[src/rtl/hazard_ctrl.sv]
// Pipeline hazard control: RAW/load-use stall detection, branch flush priority,
// registered EX-stage bypass selects and saturating stall/flush counters.
module hazard_ctrl #(
    parameter int unsigned AW    = 5,
    parameter int unsigned CNT_W = 16
) (
    input  logic             clock,
    input  logic             reset,
    input  logic             bypass_en,
    input  logic [AW-1:0]    id_rs,
    input  logic [AW-1:0]    id_rt,
    input  logic             id_use_rs,
    input  logic             id_use_rt,
    input  logic [AW-1:0]    ex_rd,
    input  logic             ex_regwrite,
    input  logic             ex_memread,
    input  logic [AW-1:0]    mem_rd,
    input  logic             mem_regwrite,
    input  logic             ex_br_taken,
    output logic             hold_pc,
    output logic             bubble_ex,
    output logic             flush_ifid,
    output logic [1:0]       fwd_a,
    output logic [1:0]       fwd_b,
    output logic [CNT_W-1:0] stall_cnt,
    output logic [CNT_W-1:0] flush_cnt
);

    localparam logic [1:0]       FWD_RF    = 2'b00;
    localparam logic [1:0]       FWD_EXMEM = 2'b01;
    localparam logic [1:0]       FWD_MEMWB = 2'b10;
    localparam logic [CNT_W-1:0] CNT_MAX   = '1;

    logic             rs_ex, rt_ex, rs_mem, rt_mem;
    logic             load_use, stall;
    logic [1:0]       fwd_a_d, fwd_a_q;
    logic [1:0]       fwd_b_d, fwd_b_q;
    logic [CNT_W-1:0] stall_cnt_d, stall_cnt_q;
    logic [CNT_W-1:0] flush_cnt_d, flush_cnt_q;

    // Source/producer matches; register 0 never creates a dependency
    always_comb begin
        rs_ex  = id_use_rs && (id_rs != '0) && ex_regwrite  && (id_rs == ex_rd);
        rt_ex  = id_use_rt && (id_rt != '0) && ex_regwrite  && (id_rt == ex_rd);
        rs_mem = id_use_rs && (id_rs != '0) && mem_regwrite && (id_rs == mem_rd);
        rt_mem = id_use_rt && (id_rt != '0) && mem_regwrite && (id_rt == mem_rd);
    end

    // Stall resolution and branch-over-stall priority
    always_comb begin
        load_use   = ex_memread && (rs_ex || rt_ex);
        stall      = bypass_en ? load_use : (rs_ex || rt_ex || rs_mem || rt_mem);
        flush_ifid = ex_br_taken;
        bubble_ex  = ex_br_taken || stall;
        hold_pc    = !ex_br_taken && stall;
    end

    // Next bypass selects: the ID instruction moves to EX, so the EX producer sits in EX/MEM
    always_comb begin
        fwd_a_d = FWD_RF;
        fwd_b_d = FWD_RF;
        if (bypass_en && !bubble_ex) begin
            if (rs_ex)       fwd_a_d = FWD_EXMEM;
            else if (rs_mem) fwd_a_d = FWD_MEMWB;
            if (rt_ex)       fwd_b_d = FWD_EXMEM;
            else if (rt_mem) fwd_b_d = FWD_MEMWB;
        end
    end

    always_comb begin
        stall_cnt_d = stall_cnt_q;
        flush_cnt_d = flush_cnt_q;
        if (hold_pc && (stall_cnt_q != CNT_MAX))
            stall_cnt_d = stall_cnt_q + CNT_W'(1);
        if (ex_br_taken && (flush_cnt_q != CNT_MAX))
            flush_cnt_d = flush_cnt_q + CNT_W'(1);
    end

    always_ff @(posedge clock or posedge reset) begin
        if (reset) begin
            fwd_a_q     <= FWD_RF;
            fwd_b_q     <= FWD_RF;
            stall_cnt_q <= '0;
            flush_cnt_q <= '0;
        end else begin
            fwd_a_q     <= fwd_a_d;
            fwd_b_q     <= fwd_b_d;
            stall_cnt_q <= stall_cnt_d;
            flush_cnt_q <= flush_cnt_d;
        end
    end

    assign fwd_a     = fwd_a_q;
    assign fwd_b     = fwd_b_q;
    assign stall_cnt = stall_cnt_q;
    assign flush_cnt = flush_cnt_q;

endmodule
[config.mk]
export PLATFORM = sky130hd
export DESIGN_NAME = hazard_ctrl
export DESIGN_NICKNAME = d
export VERILOG_FILES = /design/src/rtl/hazard_ctrl.sv
export SDC_FILE = /design/constraint.sdc
export NUM_CORES = 1
export LEC_CHECK = 0
export BUFFER_PORTS_ARGS = -buffer_cell sky130_fd_sc_hd__buf_2
export CORE_MARGIN = 8
export CORE_UTILIZATION = 54
export CTS_BUF_LIST = sky130_fd_sc_hd__clkbuf_16
export DETAILED_ROUTE_END_ITERATION = 12
export GPL_TIMING_DRIVEN = 0
export PLACE_DENSITY = 0.85
export SYNTH_ARGS = -nofsm -noshare
export SYNTH_HDL_FRONTEND = slang
export SYNTH_SLANG_ARGS = --single-unit
[constraint.sdc]
create_clock -name clock -period 4.5 [get_ports clock]
set_input_delay 0.45 -clock clock [delete_from_list [all_inputs] [get_ports clock]]
set_output_delay 0.45 -clock clock [all_outputs]
set_load 0.01 [all_outputs]
# [Word level (Yosys, flattened, before mapping)]
# Index checks and enable logic that the tools add are counted.
# Widths: inputs -> output; s select.
[totals] register_bits=36 mem_count=0 latch_bits=0 mem_bits_rw=0 word_cells=42 out_inout_bits=39 rom_bits=0
[classes] bitwise=0 mux=7 reduce_logical=23 addsub=2 eq_ne=6 n_lt_le_gt_ge=0 div_mod_pow=0 n_shift=0 n_mul=0
[op_table] operator="$add 16x1->16 const B" count=2
[op_table] operator="$ne 16x16->1 const B" count=2
[op_table] operator="$eq 5x5->1" count=4
[op_table] operator="$logic_and 1x1->1" count=15
[op_table] operator="$mux 2" count=6
[op_table] operator="$reduce_bool 5->1" count=2
[op_table] operator="$logic_or 1x1->1" count=4
[op_table] operator="$logic_not 1->1" count=2
[op_table] operator="$mux 1" count=1

# [Longest topological paths before layout]
[depth] depth_word=12 ltp_mapped=9

# [Least setup slack after synthesis]
# Ideal clock, no wire load.
[synth_path] path_kind="input to output" startpoint="input port id_rs[1]" endpoint="output port bubble_ex" t_required_ns=4.050 path_buffers=1 setup_slack_ns=1.879 arrival_ns=2.171 path_stages=8 cell_sequence="or4_1 > o21ai_1 > nor3_1 > o21ai_0 > and2_1 > buf_2 > nor2_1 > or2_2"
[synth_via] elab_chain_len=9 word_cells_on_any_way=14 classes_between="eq/ne: 2; mux: 1; reduce/logical: 11"
[synth_lines] element="from (decl)" line_no="10" text="input logic [AW-1:0] id_rs,"
[synth_lines] element="$reduce_bool 5->1" line_no="43, 45"
[synth_lines] element="$logic_and 1x1->1" line_no="43, 45"
[synth_lines] element="$logic_and 1x1->1 (2 in series)" line_no="43" text="rs_ex = id_use_rs && (id_rs != '0) && ex_regwrite && (id_rs == ex_rd);"
[synth_lines] element="$logic_or 1x1->1" line_no="51, 52"
[synth_lines] element="$logic_or 1x1->1 (2 in series)" line_no="52" text="stall = bypass_en ? load_use : (rs_ex || rt_ex || rs_mem || rt_mem);"
[synth_lines] element="$mux 1 *" line_no="52"
[synth_lines] element="$logic_or 1x1->1 *" line_no="54" text="bubble_ex = ex_br_taken || stall;"
[synth_lines] element="to (decl)" line_no="21" text="output logic bubble_ex,"
# Mark *: on every way between the ends. The rest lies on a longest branch, timed or not.

# [Final worst setup path]
[layout_path] startpoint="input port id_rt[1]" endpoint="output port bubble_ex"
[layout_via] elab_chain_len=9 word_cells_on_any_way=14 classes_between="eq/ne: 2; mux: 1; reduce/logical: 11"
[layout_lines] element="from (decl)" line_no="11" text="input logic [AW-1:0] id_rt,"
[layout_lines] element="$reduce_bool 5->1" line_no="44, 46"
[layout_lines] element="$logic_and 1x1->1" line_no="44, 46"
[layout_lines] element="$logic_and 1x1->1 (2 in series)" line_no="44" text="rt_ex = id_use_rt && (id_rt != '0) && ex_regwrite && (id_rt == ex_rd);"
[layout_lines] element="$logic_or 1x1->1" line_no="51, 52"
[layout_lines] element="$logic_or 1x1->1 (2 in series)" line_no="52"
[layout_lines] element="$mux 1 *" line_no="52"
[layout_lines] element="$logic_or 1x1->1 *" line_no="54"
# Marks and branches as above.

==> impl_metrics.csv <==
group,metric,value,unit
critical_path,rr_worst_depth,8,
sta,relSlewSlack,51.55,%
global_route,grt_pass1_vias,1737,
die,die-area,0.005821,sq mm
synth,ys_warn_count,0,
layout,insertedDiodeCount,0,
synth,synth_seq_cells,36,
sta,max_freq,0.3248,GHz
critical_path,cp-start-kind,"input port",
clocking,cts_root_buffer,"clkbuf_16",
clocking,cts_resized,0,
pwr,power.density,386.7,mW/mm^2
hold_path,min_path_type,"in2async",
layout,final_util,70.59,%
place,place_congestion,0.7943,
die,fp.dieW,76.30,microns
route,drt-initial-drc-count,68,
die,core,0.003578,sq mm
place,placed_area,0.002359,sq mm
layout,drive_gt1_share,33.20,%
clocking,tritoncts,"done",
clocking,clkSinkCount,36,
critical_path,r2r-start,"stall_cnt[6]$_DFFE_PP0P_",
sta,worstMarginPinSlew,0.7257,ns
place,place_inst,299,
route,ant_nets,0,
clocking,htreeDepth,2,
synth,netlist_top_cells_area,"dfrtp_1, xnor2_1, xor2_1",
synth,synthesis.area,0.001963,sq mm
status,status,"finished clean",
die,floorplan.initialDensity,54.86,%
synth,synth_cell_types,36,
die,num_rows,22,
critical_path,crit_arrival,2.63,ns
critical_path,path_class,"in2out",
global_route,grt_max_degree,37,
synth,synth_top_area_share,45.89,%
sta,slew_violations,0,
sta,timing.setup.tns,0,ns
place,post-dp-hpwl,3644,microns
pwr,p_leak,1.244,nW
die,io_pins,68,
layout,finalInstanceArea,0.002526,sq mm
clocking,numCtsBuffers,5,
clocking,clockBufferDepth,2,
layout,final_cells,307,
global_route,gr-total-overflow,0,
global_route,antenna_found_initial,0,
route,dr.pass1.iters,4,
layout,nNetsFinal,289,
sta,fin_crit_sh,68.41,%
sta,finalCriticalPeriod,3.079,ns
clocking,postCtsSetupBuffers,0,
critical_path,r2r-end,"stall_cnt[8]$_DFFE_PP0P_",
synth,synth.largest_area_cell,"dfrtp_1",
sta,skew,0.005590,ns
route,viasPerCell,5.189,
critical_path,reg2reg_slack,2.31,ns
place,portBuffers,67,
sta,setup_violations,0,
clocking,clk_pin_slew,0.06,ns
flow_run,drv_cap,0,
pwr,ir_worst_vdd,0.1894,mV
critical_path,crit_fanout,6,
clocking,worstSkewPairLatency,0.28,ns
global_route,grt_pass1_wl,7962,microns
critical_path,worstSetupStartpoint,"id_rt[1]",
critical_path,worstSetupEndpoint,"bubble_ex",
clocking,postCtsHoldBufs,0,
synth,syn_avg_cell_area,10.67,sq um
layout,areaGrowthSynthToFinish,28.68,%
route,wire_per_inst,15.12,microns
critical_path,cp.required,4.05,ns
sta,grt_setup_unrepaired,"false",
route,num_vias,1593,
route,drc,0,
synth,yosysSeqAreaShare,45.89,%
sta,hold_viol,0,
die,die_y,76.30,microns
synth,syn-num-nets,215,
place,dp_slack,1.424,ns
critical_path,end_kind,"output pin",
global_route,grt_usage,16.57,%
sta,fin_ws,1.421,ns
synth,netlist_instances,184,
route,wl,4641,microns
[cell usage in the layout (no fill, tap or decap), types with 2 or more instances in the layout]
cell	n
buf_2	68
dfrtp_1	36
xnor2_1	33
nand3_1	16
xor2_1	16
nand2_1	14
nand4_1	9
and3_1	6
nor3_1	6
nor4_1	5
clkbuf_16	5
nor2b_1	4
nor3b_1	3
mux2_2	2
inv_1	2
and2_1	2
or4_1	2
o21ai_1	2
nand4b_1	2
buf_6	2
nor2_1	2
or4b_1	2
ha_1	2
[area by class of cell]
cell class	count	area [sq um]
buffer	5	38.79
clock buffer	5	125.1
clock inverter	3	42.54
fill	302	1052
inverter	3	11.26
multi-input combinational	140	1012
sequential	36	900.9
tap	48	60.06
timing repair buffer	67	335.3
[cell families (layout without fill, tap and decap cells)]
logic type | Yosys count | after routing | synth area share [%]
AO/OA/AOI/OAI | 6 | 6 | 2.741
XOR/XNOR | 49 | 49 | 21.86
adder cells (fa/ha/maj) | 2 | 2 | 1.274
buffers and inverters | 8 | 83 | 2.549
flip-flops | 36 | 36 | 45.89
multiplexers | 3 | 3 | 1.721
AND/OR/NAND/NOR | 80 | 80 | 23.96
[worst max-delay path, cell delays in order]
cell	delay [ns]
buf_2	0.12
or4_1	0.51
o21ai_1	0.21
nor3_2	0.10
o21ai_0	0.37
and2_1	0.19
buf_2	0.16
nor2_1	0.08
or2_2	0.28
buf_2	0.14
[cell usage after synthesis]
cell,number
buf_2,1
and3_1,6
mux2_2,2
nand4_1,9
and4_1,1
nor3b_1,3
or4_1,2
nor4_1,5
nor3_1,6
mux2_1,1
clkbuf_1,1
or2_2,1
nand3_1,16
xnor2_1,33
nor4_2,1
and2_1,2
inv_1,3
buf_6,2
ha_1,2
o2111a_1,1
o211ai_1,1
or3_1,1
dfrtp_1,36
o21ai_0,1
nand4b_1,2
nor2_1,2
nand2_1,14
xor2_1,16
buf_4,1
nand2b_1,1
nor3_2,1
nor2b_1,4
o21ai_1,2
a211oi_4,1
and4bb_1,1
or4b_1,2
[stage by stage]
| stage | total power [mW] | hold WS [ns] |
|---|---|---|
| 3_3_place_gp | 0.5805 | 0.4710 |
| 5_1_grt | 1.023 | 0.3544 |
| 4_1_cts | 0.9862 | 0.3578 |
| 2_1_floorplan | 0.5060 | 0.5183 |
| 6_report | 0.9769 | 0.2918 |
| 3_5_place_dp | 0.5929 | 0.4789 |
[power by group]
group | switching, mW | internal, mW
clock | 0.127 | 0.260
sequential | 0.0488 | 0.360
combinational | 0.0949 | 0.0865
[flip-flops by register name, indices dropped and copies added, names as in the netlist]
signal / cells
flush_cnt: 16
fwd_a: 2
fwd_b: 2
stall_cnt: 16
[how the worst min path moves through the flow]
stage | endpoint | startpoint | cells past startpoint
2_1_floorplan | stall_cnt[10]$_DFFE_PP0P_ | stall_cnt[10]$_DFFE_PP0P_ | 1
3_5_place_dp | stall_cnt[15]$_DFFE_PP0P_ | stall_cnt[15]$_DFFE_PP0P_ | 1
5_1_grt | flush_cnt[4]$_DFFE_PP0P_ | reset | 2
6_report | stall_cnt[3]$_DFFE_PP0P_ | reset | 2
4_1_cts | fwd_b[0]$_DFF_PP0_ | ex_memread | 2
3_3_place_gp | flush_cnt[13]$_DFFE_PP0P_ | flush_cnt[13]$_DFFE_PP0P_ | 1
[per-layer routing]
layer	GRT usage (%)	wire length, microns
met2	28.36	2335
met4	6.346	68
met3	6.604	329
met1	17.89	1909
met5	0	0
(Power assumes the default switching activity.)
